**config.mk**
```make
export PLATFORM = sky130hd
export DESIGN_NAME = seq101_tx
export DESIGN_NICKNAME = d
export VERILOG_FILES = /design/src/rtl/seq101_pkg.sv /design/src/rtl/seq101_tx.sv
export SDC_FILE = /design/constraint.sdc
export NUM_CORES = 1
export LEC_CHECK = 0
export CORE_MARGIN = 2
export CORE_UTILIZATION = 30
export CTS_BUF_LIST = sky130_fd_sc_hd__clkbuf_4 sky130_fd_sc_hd__clkbuf_8 sky130_fd_sc_hd__clkbuf_16
export DETAILED_ROUTE_END_ITERATION = 7
export PLACE_DENSITY_LB_ADDON = 0.05
export SETUP_SLACK_MARGIN = 0.02
export SLEW_MARGIN = 15
export SYNTH_ARGS = -nofsm -noshare
export SYNTH_HDL_FRONTEND = slang
export SYNTH_SLANG_ARGS = --single-unit
export TNS_END_PERCENT = 100
```
**constraint.sdc**
```tcl
create_clock -name clk -period 2.5 [get_ports clk]
set_clock_uncertainty 0.2 [all_clocks]
set_input_delay 0.5 -clock clk [delete_from_list [all_inputs] [get_ports clk]]
set_output_delay 0.5 -clock clk [all_outputs]
set_load 0.005 [all_outputs]
```
**src/rtl/seq101_pkg.sv**
```systemverilog
// Shared types and constants for the "101" serial frame transmitter.
package seq101_pkg;

    typedef enum logic [2:0] {IDLE, PRE, DATA, PAR, GAP} tx_state_t;

    localparam logic [2:0] PREAMBLE = 3'b101;
    localparam int         PRE_LEN  = 3;

    // Preamble is sent MSB first, so index 0 selects bit 2.
    function automatic logic preamble_bit(input logic [1:0] idx);
        return PREAMBLE[2'd2 - idx];
    endfunction

endpackage

```
**src/rtl/seq101_tx.sv**
```systemverilog
// Serial frame transmitter: preamble 1,0,1, payload MSB first, optional even parity, low gap.
module seq101_tx
    import seq101_pkg::*;
#(
    parameter int DATA_W    = 8,
    parameter int PARITY_EN = 1,
    parameter int GAP_LEN   = 2
) (
    input  logic              clk,
    input  logic              resetn,
    input  logic [DATA_W-1:0] in_data,
    input  logic              in_valid,
    output logic              in_ready,
    output logic              out,
    output logic              out_active,
    output logic              frame_done
);

    localparam int CNT_MAX_A = (DATA_W > PRE_LEN) ? DATA_W : PRE_LEN;
    localparam int CNT_MAX   = (GAP_LEN > CNT_MAX_A) ? GAP_LEN : CNT_MAX_A;
    localparam int CNT_W     = $clog2(CNT_MAX + 1);

    localparam logic [CNT_W-1:0] PRE_LAST  = CNT_W'(PRE_LEN - 1);
    localparam logic [CNT_W-1:0] DATA_LAST = CNT_W'(DATA_W - 1);
    localparam logic [CNT_W-1:0] GAP_LAST  = CNT_W'((GAP_LEN > 0) ? GAP_LEN - 1 : 0);

    localparam tx_state_t AFTER_PAR  = (GAP_LEN > 0) ? GAP : IDLE;
    localparam tx_state_t AFTER_DATA = (PARITY_EN != 0) ? PAR : AFTER_PAR;

    if (DATA_W < 1) begin : g_bad_data_w
        $error("seq101_tx: DATA_W must be >= 1");
    end
    if (GAP_LEN < 0) begin : g_bad_gap_len
        $error("seq101_tx: GAP_LEN must be >= 0");
    end

    tx_state_t         state_q, state_d;
    logic [CNT_W-1:0]  cnt_q, cnt_d;
    logic [DATA_W-1:0] shift_q, shift_d;
    logic              par_q, par_d;
    logic              out_q, out_d;
    logic              out_active_q, out_active_d;
    logic              frame_done_q, frame_done_d;

    assign in_ready   = (state_q == IDLE);
    assign out        = out_q;
    assign out_active = out_active_q;
    assign frame_done = frame_done_q;

    always_comb begin
        state_d = state_q;
        cnt_d   = cnt_q;
        shift_d = shift_q;
        par_d   = par_q;
        unique case (state_q)
            IDLE: begin
                if (in_valid) begin
                    state_d = PRE;
                    cnt_d   = '0;
                    shift_d = in_data;
                    par_d   = ^in_data;
                end
            end
            PRE: begin
                if (cnt_q == PRE_LAST) begin
                    state_d = DATA;
                    cnt_d   = '0;
                end else begin
                    cnt_d = cnt_q + 1'b1;
                end
            end
            DATA: begin
                if (cnt_q == DATA_LAST) begin
                    state_d = AFTER_DATA;
                    cnt_d   = '0;
                end else begin
                    cnt_d   = cnt_q + 1'b1;
                    shift_d = shift_q << 1;
                end
            end
            PAR: begin
                state_d = AFTER_PAR;
                cnt_d   = '0;
            end
            GAP: begin
                if (cnt_q == GAP_LAST) begin
                    state_d = IDLE;
                    cnt_d   = '0;
                end else begin
                    cnt_d = cnt_q + 1'b1;
                end
            end
            default: begin
                state_d = IDLE;
                cnt_d   = '0;
            end
        endcase
    end

    // Outputs are decoded from the next state so the registered line lines up with the state.
    always_comb begin
        out_d        = 1'b0;
        out_active_d = 1'b0;
        frame_done_d = 1'b0;
        unique case (state_d)
            PRE: begin
                out_d        = preamble_bit(cnt_d[1:0]);
                out_active_d = 1'b1;
            end
            DATA: begin
                out_d        = shift_d[DATA_W-1];
                out_active_d = 1'b1;
                frame_done_d = (PARITY_EN == 0) && (cnt_d == DATA_LAST);
            end
            PAR: begin
                out_d        = par_d;
                out_active_d = 1'b1;
                frame_done_d = 1'b1;
            end
            default: begin
                out_d        = 1'b0;
                out_active_d = 1'b0;
                frame_done_d = 1'b0;
            end
        endcase
    end

    always_ff @(posedge clk) begin
        if (!resetn) begin
            state_q      <= IDLE;
            cnt_q        <= '0;
            shift_q      <= '0;
            par_q        <= 1'b0;
            out_q        <= 1'b0;
            out_active_q <= 1'b0;
            frame_done_q <= 1'b0;
        end else begin
            state_q      <= state_d;
            cnt_q        <= cnt_d;
            shift_q      <= shift_d;
            par_q        <= par_d;
            out_q        <= out_d;
            out_active_q <= out_active_d;
            frame_done_q <= frame_done_d;
        end
    end

endmodule
```
# After elaboration in Yosys (flattened, before gate mapping)
# Index checks and enable logic that the tools add are counted.
# Widths: inputs -> output; s select.
# totals
output_inout_bits	4
elab_cells	49
register_bits	19
# op_classes
n_reduce_logical	5
add_sub_neg	2
n_lt_le_gt_ge	1
eq_ne	12
muxes	20
# op_table
operator	n
$mux 4	4
$mux 8	2
$pmux 4 s4	1
$pmux 8 s2	1
$pmux 3 s5	1
$eq 3x2->1 const B	4
$mux 3	4
$reduce_xor 8->1	1
$eq 3x1->1 const B	2
$mux 1	5
$add 4x1->4 const B	1
$eq 4x1->1 const B	1
$eq 4x2->1 const B	1
$eq 4x3->1 const B	1
$ne 2x2->1 const B	2
$eq 3x3->1 const B	1
$logic_not 3->1	1
$lt 2x3->1 const B	1
$pmux 1 s3	1
$reduce_and 3->1	1
$reduce_or 3->1	1
$bmux 1 s2	1
$reduce_bool 2->1	1
$sub 2x2->2 const A	1

# Longest topological paths before layout
# logic_depth
ltp_word	7
ltp_mapped	7
ltp_nobuf	7

# Worst setup path after synthesis
# Ideal clock, no wire load.
# synth_timing
path_type	reg-to-reg
startpoint	register cnt_q[0]
endpoint	register out_q, in the netlist out
n_path_buf	1
t_required_ns	2.181
setup_slack_ns	0.583
arrival_ns	1.598
stages_incl_launch_ff	8
synth_period_minus_slack_ns	1.917
path_cell_list	dfxtp_1 > ha_1 > nand2_2 > o211a_1 > buf_6 > a222oi_1 > o41ai_1 > o2bb2ai_1
# synth_between
elab_chain_cells	7
# synth_lines
element	line	rtl
from (decl)	seq101_tx.sv:38	logic [CNT_W-1:0] cnt_q, cnt_d;
from (signal assigned)	seq101_tx.sv:139	cnt_q <= cnt_d;
$add 4x1->4, or another cell as far along	seq101_tx.sv:69, seq101_tx.sv:77, seq101_tx.sv:90	
$mux 4, on equally long branches	seq101_tx.sv:86, seq101_tx.sv:65, seq101_tx.sv:73	
$pmux 4 s4	seq101_tx.sv:55	unique case (state_q)
$sub 2x2->2	seq101_pkg.sv:11	return PREAMBLE[2'd2 - idx];
$bmux 1 s2	seq101_pkg.sv:11	
$mux 1 (not written as such)	seq101_pkg.sv:11	
$pmux 1 s3 *	seq101_tx.sv:105	unique case (state_d)
to (signal assigned)	seq101_tx.sv:142	out_q <= out_d;
to (decl)	seq101_tx.sv:41	logic out_q, out_d;
# Every way passes the cells marked *; elsewhere a longest branch is shown, timed or not. The select of a mux whose other input is x is not followed.
# A chain may end at the register's enable or synchronous reset.

# Final worst setup path
# layout_timing
startpoint	register state_q[0]
endpoint	output port in_ready
# layout_between
elab_chain_cells	1
# layout_lines
element	line	rtl
from (decl)	seq101_tx.sv:37	tx_state_t state_q, state_d;
from (signal assigned)	seq101_tx.sv:138	state_q <= state_d;
$logic_not 3->1	seq101_tx.sv:45	assign in_ready = (state_q == IDLE);
to (decl)	seq101_tx.sv:13	output logic in_ready,
# Every way passes these cells.

==> flow_results.org <==
** Hold path
- The tightest min-delay check is of the reg -> reg type.
- Hold Path Origin :: shift_q[5]

** Layout
- 0 antenna diodes ended up in the layout.
- Compared with the post-synthesis result, the final layout area differs by 19.1%.
- Final std cell area, no fill :: 0.00119 mm2
- Number of fillers in the final layout :: 325
- Of the cells placed in the final design, the portion with a size suffix greater than 1 is 0.0984.
- Multi-input combinational cell area :: 549 um2
- Summing all flip-flop and latch instances after layout gives 380 um2.
- After the last flow step, the layout net total stands at 137.

** Worst setup path
- In this run the critical register-to-register path is launched from cnt_q[0].
- The worst setup path is launched from a flip-flop.
- Crit Path Class :: reg -> out
- Among all stages on the critical path, the largest delay is contributed by clkdlybuf4s50_1.
- Highest net fanout along the worst path :: 11
- The worst setup path is captured at an output port.
- Crit path required time :: 1.80 ns
- In this design, the stage delay of the slowest critical-path cell is 0.53 ns.
- For flop-to-flop paths, the worst setup slack is 0.32 ns.
- Launch point of the critical path :: state_q[0]
- Arr. time, crit path :: 1.53 ns
- Walking the worst path, the cells encountered are nor3_1 -> clkdlybuf4s50_1.

** GRT
- In the global route stage, overall resource usage came out at 0.136.
- Total congestion overflow after global routing :: 0
- Number of global-route vias before repair :: 782
- The number of antenna violations at the first check in global routing was 0.
- Pin count of the biggest net entering global routing :: 16
- The first global-routing pass estimated 3760 um of wire.

** Synth
- Area share of and/or/nand/nor cells after synthesis :: 0.218
- Of the total synthesized cell area, the portion taken by full adders, half adders and majority gates is 0.0375.
- Synthesized flop and latch total :: 19
- The Yosys step of the flow raised 0 warnings.
- Compound-gate portion of the synthesized area :: 0.222
- Post-Synth XOR/XNOR Area :: 0.0699
- After synthesis, the mean cell area works out to 9.28 um2.
- Summing every instance area after synthesis gives 0.00100 mm2.
- The portion of synthesized area spent on multiplexers is 0.
- The share of synthesized area in the top cell type comes to 0.380.
- Part of the Yosys area used for sequential elements :: 0.380
- Post-synthesis instance total :: 108
- The number of nets handed over by synthesis was 122.
- Summed over all instances, the cell type with the most area after synthesis is dfxtp_1.
- After synthesis, the netlist uses 37 different library cells.
- Top cells by area, synth :: dfxtp_1 38%, a222oi_1 7.0%, xnor2_1 7.0%
- Largest family of logic cells by synthesized area :: compound AO/OA/AOI/OAI gates

** Floorplan
- The core region is 0.00313 mm2.
- Die boundary height :: 61.8 um
- For this configuration, the core starts out at a cell density of 0.320.
- The die covers 0.00382 mm2.
- Die width :: 61.8 um
- Total number of placement rows :: 20
- 15 I/O pins were placed.

** Routing
- Detailed routing inserted a total of 845 vias.
- Starting DRT DRC Count :: 49
- Max layer used :: met4
- Met1 Wirelength :: 1110 um
- After detailed routing, the total wire length is 2160 um.
- Summed over all nets, wire length on met3 after detailed routing comes to 147 um.
- In the final routed layout, each cell accounts on average for 13.0 um.
- Summed over all nets, wire length on met2 after detailed routing comes to 892 um.
- The count of nets left with antenna violations once routing finished came out at 0.
- Dividing the detail-routed via count by the number of cells gives 5.09.
- The first TritonRoute pass finished after 4 iterations.
- In the routed design, unresolved DRC markers number 0.

** Flow run
- The tool flagged a number of max-cap violations equal to 0.

** Placement
- Instance area at placement :: 0.00117 mm2
- Number of buffer cells added on primary ports :: 14
- Routability-driven placement finished with a final weighted congestion of 0.782.
- Half-perimeter wire length of the detailed placement result :: 1590 um

** Status
- Status :: complete, no violations

** STA
- Time the worst path needs with I/O delays and setup :: 2.23 ns
- Adding up every negative setup slack in the final design gives 0 ns.
- The total count of hold-check failures in the final report is 0.
- Derived from the worst setup path, the maximum achievable clock frequency is 0.448 GHz.
- Setup violations, final :: 0
- Slew at the pin closest to its max-slew limit :: 0.491 ns
- Setup repair after global routing left no endpoint under its margin.
- Headroom to the max-slew limit came out at 0.672.
- Pins over their slew limit :: 0
- Final Cycle Share :: 0.893

** Clock tree
- TritonCTS built the clock tree.
- Clock tree synthesis inserted a total of 3 buffers.
- Worst-case clock buffer depth :: 2
- Deepest level of the CTS H-tree :: 1
- Number of buffers added for setup after CTS :: 0
- Later-pin clock latency in the skew report :: 0.30 ns
- Count of hold buffers inserted by post-cts repair :: 0
- For this design, the sink count on the clock tree is 19.
- In this run the clock root is driven by a clkbuf_4.
- Clock-pin slew was measured on the worst setup and hold paths at 0.12 ns.
- Cts repair resizes :: 0

** Pwr
- VDD sags by at most 0.000151 V.
- For this design the static power due to leakage is 0.436 nW.
- Power per standard cell area :: 523 mW/mm2
-- cell usage after synthesis --
cell type / instances
a21boi_0: 1
a21oi_1: 6
a222oi_1: 7
a31oi_1: 1
and3_1: 1
buf_2: 1
buf_4: 1
buf_6: 3
clkbuf_1: 2
dfxtp_1: 19
ha_1: 3
inv_1: 5
nand2_1: 4
nand2_2: 1
nand2b_1: 1
nand3_1: 2
nand3b_1: 1
nand4b_1: 1
nor2_1: 14
nor2_8: 1
nor2b_1: 1
nor3_1: 5
nor3b_1: 2
nor3b_2: 1
nor4_1: 2
o211a_1: 1
o211ai_2: 1
o21ai_0: 2
o221a_1: 1
o221ai_1: 1
o2bb2ai_1: 1
o311a_1: 3
o311ai_0: 1
o41ai_1: 1
or3_1: 1
or3b_2: 1
xnor2_1: 8
-- power breakdown --
| group | total (mW) | switching, mW | leakage, nW | internal, mW |
|---|---|---|---|---|
| combinational | 0.124 | 0.0569 | 0.262 | 0.0671 |
| sequential | 0.338 | 0.0178 | 0.156 | 0.320 |
| clock | 0.162 | 0.102 | 0.0177 | 0.0596 |
-- layout make-up --
cell class,instances,share of cell area
clock buffers,3,0.0189
multi-input cells,77,0.460
well taps,44,0.0461
repair buffers,17,0.136
inverters,5,0.0157
flip-flops and latches,19,0.319
clock inverters,1,0.00419
-- metrics by stage --
stage	hold WS [ns]	util	power [mW]	instances	setup WS (ns)
6_report	0.327	0.382	0.624	166	0.268
5_1_grt	0.364	0.382	0.664	166	0.124
4_1_cts	0.322	0.382	0.630	166	0.262
3_5_place_dp	0.292	0.373	0.469	162	0.220
3_3_place_gp	0.299	0.373	0.470	162	0.245
2_1_floorplan	0.263	-	0.423	108	0.583
-- routing by layer --
metal / global-route usage / vias up
li1: - / 431
met1: 0.194 / 386
met2: 0.188 / 26
met3: 0.0414 / 2
met4: 0.0547 / 0
met5: 0 / -
-- cell families (layout without fill, tap and decap cells) --
family,after synthesis,count (layout)
AND/OR/NAND/NOR,39,39
XOR/XNOR,8,8
buffers and inverters,12,26
flip-flops,19,19
AO/OA/AOI/OAI,27,27
adder cells (fa/ha/maj),3,3
-- sequential cells by signal (all words and copies together) (netlist names) --
| signal | cells |
|---|---|
| cnt_q | 4 |
| shift_q | 8 |
| out_active | 1 |
| frame_done | 1 |
| out | 1 |
| par_q | 1 |
| state_q | 3 |
-- worst max-delay path, delay by kind of cell, from the launching register on --
kind	cells	cell delay, ns
buf+inv	1	0.53
flops	1	0.47
simple gates	1	0.23
-- cell usage in the layout, fill, tap and decap left out, drive strengths merged, types with 2 or more instances in the layout --
master	Yosys	routed
a21oi	6	6
a222oi	7	7
buf	5	3
clkbuf	2	3
clkdlybuf4s50	0	14
dfxtp	19	19
ha	3	3
inv	5	5
nand2	5	5
nand3	2	2
nor2	15	15
nor3	5	5
nor3b	3	3
nor4	2	2
o21ai	2	2
o311a	3	3
xnor2	8	8
-- final timing paths --
path | endpoint | cells after the start
max reg2reg | out | 6
max | in_ready | 2
min reg2reg | shift_q[5] | 2
min | shift_q[5] | 2
(Power assumes the default switching activity.)
